===== config.mk =====
export PLATFORM = sky130hd
export DESIGN_NAME = photonic_layer_pipe
export DESIGN_NICKNAME = d
export VERILOG_FILES = /design/src/rtl/photonic_layer_pipe.sv
export SDC_FILE = /design/constraint.sdc
export NUM_CORES = 1
export LEC_CHECK = 0
export CAP_MARGIN = 20
export CORE_MARGIN = 2
export CORE_UTILIZATION = 56
export CTS_CLUSTER_SIZE = 12
export DETAILED_ROUTE_END_ITERATION = 8
export PLACE_DENSITY = 0.85
export SLEW_MARGIN = 20
export SYNTH_ARGS = -nofsm -noshare
export SYNTH_HDL_FRONTEND = slang
export SYNTH_SLANG_ARGS = --single-unit

===== constraint.sdc =====
create_clock -name clk -period 3.3 [get_ports clk]
set_input_delay 0.66 -clock clk [delete_from_list [all_inputs] [get_ports clk]]
set_output_delay 0.66 -clock clk [all_outputs]
set_load 0.01 [all_outputs]

===== src/rtl/photonic_layer_pipe.sv =====
`default_nettype none
// ============================================================================
//  Module      : photonic_layer_pipe
//  Description : Multi-channel pipelined photonic layer stage. CHANNELS lanes
//                of PRECISION-bit samples per beat, transformed per lane at
//                stage-0 capture (BYPASS / WRAP / SAT / RELU), then carried
//                through LATENCY register stages under valid/ready with full
//                backpressure. Counts accepted beats with any lane overflow.
//  Ports       : clk, rst_n (async active-low)
//                data_in/mode_in/valid_in/ready_out  - upstream beat
//                data_out/valid_out/ready_in         - downstream beat
//                busy            - any stage holds a valid beat
//                overflow_count  - saturating count of overflowed beats
//  Revision    : 1.0 - initial release
// ============================================================================
module photonic_layer_pipe #(
    parameter int PRECISION = 8,
    parameter int CHANNELS  = 4,
    parameter int LATENCY   = 2,
    parameter int OFFSET    = 1
) (
    input  logic                          clk,
    input  logic                          rst_n,
    input  logic [CHANNELS*PRECISION-1:0] data_in,
    input  logic [1:0]                    mode_in,
    input  logic                          valid_in,
    output logic                          ready_out,
    output logic [CHANNELS*PRECISION-1:0] data_out,
    output logic                          valid_out,
    input  logic                          ready_in,
    output logic                          busy,
    output logic [15:0]                   overflow_count
);

    localparam int                 c_W           = CHANNELS * PRECISION;
    localparam logic [1:0]         c_MODE_BYPASS = 2'd0;
    localparam logic [1:0]         c_MODE_WRAP   = 2'd1;
    localparam logic [1:0]         c_MODE_SAT    = 2'd2;
    localparam logic [1:0]         c_MODE_RELU   = 2'd3;
    localparam logic [PRECISION:0] c_OFFSET      = (PRECISION + 1)'(OFFSET);
    localparam logic [15:0]        c_CNT_MAX     = 16'hFFFF;

    logic [c_W-1:0]      r_d [LATENCY];
    logic [LATENCY-1:0]  r_v;
    logic [LATENCY-1:0]  w_adv;
    logic [c_W-1:0]      w_xf;
    logic [CHANNELS-1:0] w_lane_ovf;
    logic                w_accept;
    logic [15:0]         r_ovf_cnt;

    // Per-lane transform; the sum carries one extra bit so its MSB is the carry-out.
    genvar c;
    generate
        for (c = 0; c < CHANNELS; c++) begin : g_lane
            logic [PRECISION-1:0] w_in;
            logic [PRECISION:0]   w_sum;
            logic [PRECISION-1:0] w_out;
            logic                 w_ovf;

            assign w_in  = data_in[c*PRECISION +: PRECISION];
            assign w_sum = {1'b0, w_in} + c_OFFSET;

            always_comb begin
                w_out = w_in;
                w_ovf = 1'b0;
                case (mode_in)
                    c_MODE_BYPASS: w_out = w_in;
                    c_MODE_WRAP: begin
                        w_out = w_sum[PRECISION-1:0];
                        w_ovf = w_sum[PRECISION];
                    end
                    c_MODE_SAT: begin
                        w_out = w_sum[PRECISION] ? {PRECISION{1'b1}} : w_sum[PRECISION-1:0];
                        w_ovf = w_sum[PRECISION];
                    end
                    c_MODE_RELU: w_out = w_in[PRECISION-1] ? '0 : w_in;
                    default: w_out = w_in;
                endcase
            end

            assign w_xf[c*PRECISION +: PRECISION] = w_out;
            assign w_lane_ovf[c]                  = w_ovf;
        end
    endgenerate

    // Advance chain runs from the output back to the input, so an empty stage
    // anywhere lets everything upstream of it move (no bubble).
    always_comb begin
        w_adv[LATENCY-1] = !r_v[LATENCY-1] || ready_in;
        for (int k = LATENCY - 2; k >= 0; k--) begin
            w_adv[k] = !r_v[k] || w_adv[k+1];
        end
    end

    assign ready_out = w_adv[0];
    assign w_accept  = valid_in && ready_out;

    // Data registers load only alongside a valid beat, so unqualified input
    // data never reaches a stage.
    always_ff @(posedge clk or negedge rst_n) begin
        if (!rst_n) begin
            for (int k = 0; k < LATENCY; k++) begin
                r_v[k] <= 1'b0;
                r_d[k] <= '0;
            end
        end else begin
            if (w_adv[0]) begin
                r_v[0] <= valid_in;
                if (valid_in) begin
                    r_d[0] <= w_xf;
                end
            end
            for (int k = 1; k < LATENCY; k++) begin
                if (w_adv[k]) begin
                    r_v[k] <= r_v[k-1];
                    if (r_v[k-1]) begin
                        r_d[k] <= r_d[k-1];
                    end
                end
            end
        end
    end

    // One increment per overflowed beat regardless of lane count; sticks at max.
    always_ff @(posedge clk or negedge rst_n) begin
        if (!rst_n) begin
            r_ovf_cnt <= '0;
        end else if (w_accept && (|w_lane_ovf) && (r_ovf_cnt != c_CNT_MAX)) begin
            r_ovf_cnt <= r_ovf_cnt + 16'd1;
        end
    end

    assign valid_out      = r_v[LATENCY-1];
    assign data_out       = r_d[LATENCY-1];
    assign busy           = |r_v;
    assign overflow_count = r_ovf_cnt;

endmodule
`default_nettype wire


# Yosys cells after proc, flatten, opt, wreduce, memory -nomap -nowiden
# Cells that the tools add are included.
op_classes:
  n_mux: 16
  reduce_logical: 13
  addsub: 5
  eq_ne: 4
ops:
  columns: ["operator", "count"]
  rows:
  - ["8-bit case mux with 4 select lines", 4]
  - ["8-bit by 1-bit adder with 9-bit output, second input constant", 4]
  - ["8-bit 2-to-1 mux", 4]
  - ["7-bit 2-to-1 mux", 4]
  - ["16-bit by 1-bit adder with 16-bit output, second input constant", 1]
  - ["16-bit inequality test, second input constant", 1]
  - ["2-bit == test, second input constant", 2]
  - ["1-bit 2-to-1 mux", 4]
  - ["2-bit AND reduction", 2]
  - ["2-bit OR reduction", 2]
  - ["4-bit OR reduction", 1]
  - ["1-bit logical AND", 3]
  - ["2-bit by 1-bit == test with 1-bit output, second input constant", 1]
  - ["1-bit zero test", 2]
  - ["2-bit zero test", 1]
  - ["1-bit logical OR", 2]
word_totals:
  register_bits: 82
  word_cells: 43

# Logic depth before layout (Yosys ltp)
depth:
  ltp_word: 6
  ltp_mapped: 9
  mapped_depth_nobuf: 7

# Worst setup path after synthesis
# OpenSTA, ideal clock, no wires.
synth_timing:
  path_kind: "input to register"
  startpoint: "input port data_in[24]"
  endpoint: "register r_ovf_cnt[14] (netlist: overflow_count[14])"
  setup_slack_ns: 1.048
  path_stages: 8
  setup_time_ns: 0.138
  path_buffers: 2
  required_ns: 3.162
  arrival_ns: 2.114
  cell_sequence: "ha_1 -> and3_1 -> buf_2 -> and3_4 -> nor4_4 -> buf_6 -> nor4_1 -> xor2_1"
synth_via:
  elab_chain_len: 5
synth_lines:
  columns: ["item", "line", "rtl"]
  rows:
  - ["start: declaration", "24", "input logic [CHANNELS*PRECISION-1:0] data_in,"]
  - ["8-bit by 1-bit adder with 9-bit output", "61", "assign w_sum = {1'b0, w_in} + c_OFFSET;"]
  - ["1-bit 2-to-1 mux", "66", "case (mode_in)"]
  - ["4-bit OR reduction", "128", "end else if (w_accept && (|w_lane_ovf) && (r_ovf_cnt != c_CNT_MAX)) begin"]
  - ["1-bit logical AND (2 in series)", "128", null]
  - ["end signal: assignment", "129", "r_ovf_cnt <= r_ovf_cnt + 16'd1;"]
  - ["end: declaration", "49", "logic [15:0] r_ovf_cnt;"]
# No other way between the ends.
# A chain may end at the register's enable or synchronous reset.

# Worst setup path in the final report
layout_timing:
  startpoint: "input port ready_in"
  endpoint: "output port ready_out"
layout_via:
  elab_chain_len: 2
layout_lines:
  columns: ["item", "line", "rtl"]
  rows:
  - ["start: declaration", "30", "input logic ready_in,"]
  - ["1-bit logical OR", "89", "w_adv[LATENCY-1] = !r_v[LATENCY-1] || ready_in;"]
  - ["1-bit logical OR", "91", "w_adv[k] = !r_v[k] || w_adv[k+1];"]
  - ["end: declaration", "27", "output logic ready_out,"]
# No other way between the ends.

==> flow_results.org <==
** Clock tree
- Clock network latency to the later pin of the worst-skew pair :: 0.35 ns
- Hold repair after CTS inserted 0 buffers.
- Clock tree from TritonCTS :: yes
- The number of setup buffers added after CTS is 0.
- Largest buffer count on any clock path :: 2
- Counting every sink on the clock net gives 82.
- H-Tree Level Count :: 3
- The tree is rooted in a sky130_fd_sc_hd__clkbuf_8.
- Clock input transition at the sequential cells of the worst setup and hold paths :: 0.08 ns
- In this run, post-CTS repair resized a total of 0 instances.
- TritonCTS buffer count :: 9

** Timing
- Max Transition Viols Final :: 0
- After routing, the total negative slack on setup checks comes to 0 ns.
- The clock period could shrink to 2.52 ns.
- Final Cycle Share :: 76.3%
- Setup repair after global routing missed its margin :: no
- Fin. Hold Viols :: 0
- Setup violations remaining at the end of the flow were counted as 0.
- Worst clock skew :: 0.00730 ns
- Worst Tran Pin Value :: 0.734 ns
- Achievable Freq :: 397 MHz
- Slew margin rel. :: 51.1%

** Floorplanning
- The die is 93.4 µm wide.
- Placeable core region :: 0.00773 mm²
- The floorplan has 32 rows.
- I/O Pins :: 89
- The initial utilization of the core area, before any placement, comes to 57.9%.
- Vert. Die Dim :: 93.4 µm
- The floorplan step defined a die boundary enclosing 0.00872 mm².

** Drt
- After the first detailed-routing iteration, the DRC count stood at 220.
- First-pass DRT Iterations :: 4
- Number of nets with antenna violations after routing :: 0
- Wire length per cell after detailed routing :: 16.2 µm
- In the routed layout, each cell is associated on average with a via count of 5.85.
- For this block, the via count after detailed routing is 3577.
- Total Routed Length :: 9910 µm
- Post-detailed-route DRC marker count :: 0

** Layout
- In the final design database the tool counted 553 nets.
- Most common library cell in the layout ignoring fill and taps :: sky130_fd_sc_hd__clkdlybuf4s50_1
- Diodes inserted :: 0
- Leading cell types in the layout, fill and taps excluded :: sky130_fd_sc_hd__clkdlybuf4s50_1 (87), sky130_fd_sc_hd__dfrtp_1 (82), sky130_fd_sc_hd__a21oi_1 (45)
- Counting the fill cells in the layout gives 606.
- Cells with a size suffix above 1 make up 13.9% of the layout.
- Post-route insts no fill :: 611
- Synth-to-Final Area Change :: 21.4%

** Setup path
- Data on the critical path is required at its endpoint by 2.64 ns.
- Cell breakdown of the critical path :: clkdlybuf4s50_1 > nand3b_1 > clkdlybuf4s50_1
- In this run the worst setup path terminates at ready_out.
- The critical path starts at ready_in.
- The critical path in this run is classified as primary input to output pin.
- In this design, the critical path's most frequently occurring cell is sky130_fd_sc_hd__clkdlybuf4s50_1.
- The largest single stage delay on the critical path is 0.56 ns.
- Arr. time, crit path :: 1.86 ns
- The slowest stage of the critical path is the sky130_fd_sc_hd__clkdlybuf4s50_1 cell.
- In this run the worst path has a maximum fanout of 4.
- Reg2reg path depth :: 5
- Reg-to-Reg End :: overflow_count[1]
- STA classifies the critical path startpoint as a primary input.
- Crit Reg-Reg Startpoint :: overflow_count[4]
- Register-to-register setup slack :: 1.12 ns
- CP endpoint kind :: output pin

** Global routing
- Aggregate global routing overflow :: 0
- Largest net degree at the start of global routing :: 83
- First-pass GRT wire length :: 16700 µm
- The number of antenna violations at the first check in global routing was 0.
- Total routing resource utilization after global routing :: 24.1%
- Via count of the first global-routing pass :: 3535

** Placement
- During placement, the flow inserted port buffers numbering 88.
- DP Wirelength :: 7000 µm
- Once placement completed, the tool counted placed cells totaling 597.
- Global placement routability congestion :: 0.897

** Logic synthesis
- Post-synth top flop :: sky130_fd_sc_hd__dfrtp_1
- Unique cell type count in the Yosys netlist :: 49
- Synth area leader :: sky130_fd_sc_hd__dfrtp_1
- Summed over its instances, the top area cell type makes up 45.8% of the synthesized netlist area.
- The mapped netlist covers 0.00448 mm².
- Total of flip-flops plus latches after synthesis :: 82
- The number of nets handed over by synthesis was 493.
- Fraction of registers with async set or reset after synthesis :: 100%
- Yosys attributes the largest share of cell area to sky130_fd_sc_hd__dfrtp_1 (46%), sky130_fd_sc_hd__mux2_2 (8.6%), sky130_fd_sc_hd__buf_4 (5.4%), sky130_fd_sc_hd__a21oi_1 (5.0%), sky130_fd_sc_hd__o21ai_0 (3.2%).
- Post-synthesis average cell area :: 10.0 µm²
- Warning count from the yosys run :: 0
- Number of instances in the synthesized netlist :: 446
- After synthesis, flip-flops and latches occupy 45.8% of the total area.
- Number of flops mapped to enable cells by yosys :: 0

** Min path
- Class of the tightest hold or removal check :: primary input to async pin

** Outcome
- Outcome :: finished, final reports clean

** Run
- Number of maximum-capacitance constraint violations :: 0

** Power and ir drop
- Maximum resistive drop on vdd :: 267 µV
- The analysis attributes to cell leakage a power of 2.39 nW.
- Power spread over the standard cell area amounts to 493 mW/mm².
## final cells by class
cell class,count,area [µm²],share of cell area (%)
timing repair buffer,99,965,17.8
inverter,10,37.5,0.691
tap,102,128,2.35
multi-input combinational,304,2060,37.9
sequential,82,2050,37.8
clock inverter,3,40.0,0.737
clock buffer,11,151,2.79
## sequential cells by signal, indices dropped and copies added, names as in the netlist
signal and count:
r_d 32, data_out 32, r_v 2, overflow_count 16
## cell usage after synthesis, types with 3 or more instances
master and number:
sky130_fd_sc_hd__nand3_1 10, sky130_fd_sc_hd__a21oi_1 45, sky130_fd_sc_hd__a21o_1 7, sky130_fd_sc_hd__clkbuf_1 9, sky130_fd_sc_hd__inv_1 10, sky130_fd_sc_hd__buf_4 32, sky130_fd_sc_hd__nor2_1 26, sky130_fd_sc_hd__nand3b_1 4
sky130_fd_sc_hd__nor2b_1 4, sky130_fd_sc_hd__o21ai_0 29, sky130_fd_sc_hd__nand2_1 29, sky130_fd_sc_hd__xor2_1 14, sky130_fd_sc_hd__dfrtp_1 82, sky130_fd_sc_hd__nor3b_1 3, sky130_fd_sc_hd__a22oi_1 3, sky130_fd_sc_hd__o22a_1 5
sky130_fd_sc_hd__buf_1 5, sky130_fd_sc_hd__and4_1 3, sky130_fd_sc_hd__nand2b_1 4, sky130_fd_sc_hd__a31oi_1 7, sky130_fd_sc_hd__nor4_1 4, sky130_fd_sc_hd__ha_1 9, sky130_fd_sc_hd__nor4_2 3, sky130_fd_sc_hd__nand4_1 6
sky130_fd_sc_hd__nor3_1 10, sky130_fd_sc_hd__mux2_2 34, sky130_fd_sc_hd__and3_1 18, sky130_fd_sc_hd__o21a_1 5
## kinds of logic (layout without fill, tap and decap cells)
kind of cell / after synthesis / after routing / share of synthesized area, %
AND/OR/NAND/NOR: 133 / 133 / 16.6
adder cells (fa/ha/maj): 9 / 9 / 2.52
buffers and inverters: 60 / 123 / 8.11
XOR/XNOR: 15 / 15 / 2.94
AO/OA/AOI/OAI: 112 / 112 / 15.3
multiplexers: 35 / 35 / 8.78
flip-flops: 82 / 82 / 45.8
## critical path, delay by kind of cell
family / cells / cell delay (ns)
buf+inv: 2 / 1.03
simple gates: 1 / 0.17
## report_power, final
part / internal, mW / total [mW] / switching (mW)
combinational: 0.397 / 0.695 / 0.298
sequential: 1.17 / 1.27 / 0.0930
clock: 0.380 / 0.719 / 0.339
## worst min path at each step
stage	startpoint	end	slack, ns	cells past startpoint
after floorplan	rst_n	data_out[0]	0.36	0
after global placement	r_d[56]	r_d[56]	0.46	2
after detailed placement	r_d[60]	r_d[60]	0.47	2
after CTS	r_d[60]	r_d[60]	0.49	2
after global routing	rst_n	overflow_count[11]	0.41	1
final	rst_n	overflow_count[11]	0.31	1
## routing by layer
layer	vias to the layer above	part of all wire [%]	track usage [%]	routed length, µm
li1	1682	-	-	-
met1	1742	44	32.4	4320
met2	133	48	38.2	4740
met3	20	6.5	4.83	645
met4	0	2.0	9.68	200
met5	-	0	0	0
## metrics by stage
| step | hold WS [ns] | setup WS [ns] | cell area (µm²) | total power, mW | util [%] |
|---|---|---|---|---|---|
| 3_5_place_dp | 0.472 | 0.445 | 5240 | 1.98 | 67.8 |
| 2_1_floorplan | 0.364 | 1.05 | 4480 | 1.74 | - |
| 3_3_place_gp | 0.461 | 0.498 | 5240 | 1.96 | 67.8 |
| 4_1_cts | 0.490 | 0.772 | 5430 | 2.71 | 70.3 |
| 6_report | 0.313 | 0.781 | 5430 | 2.68 | 70.3 |
| 5_1_grt | 0.406 | 0.661 | 5430 | 2.82 | 70.3 |
Power figures use the tool's default switching activity.
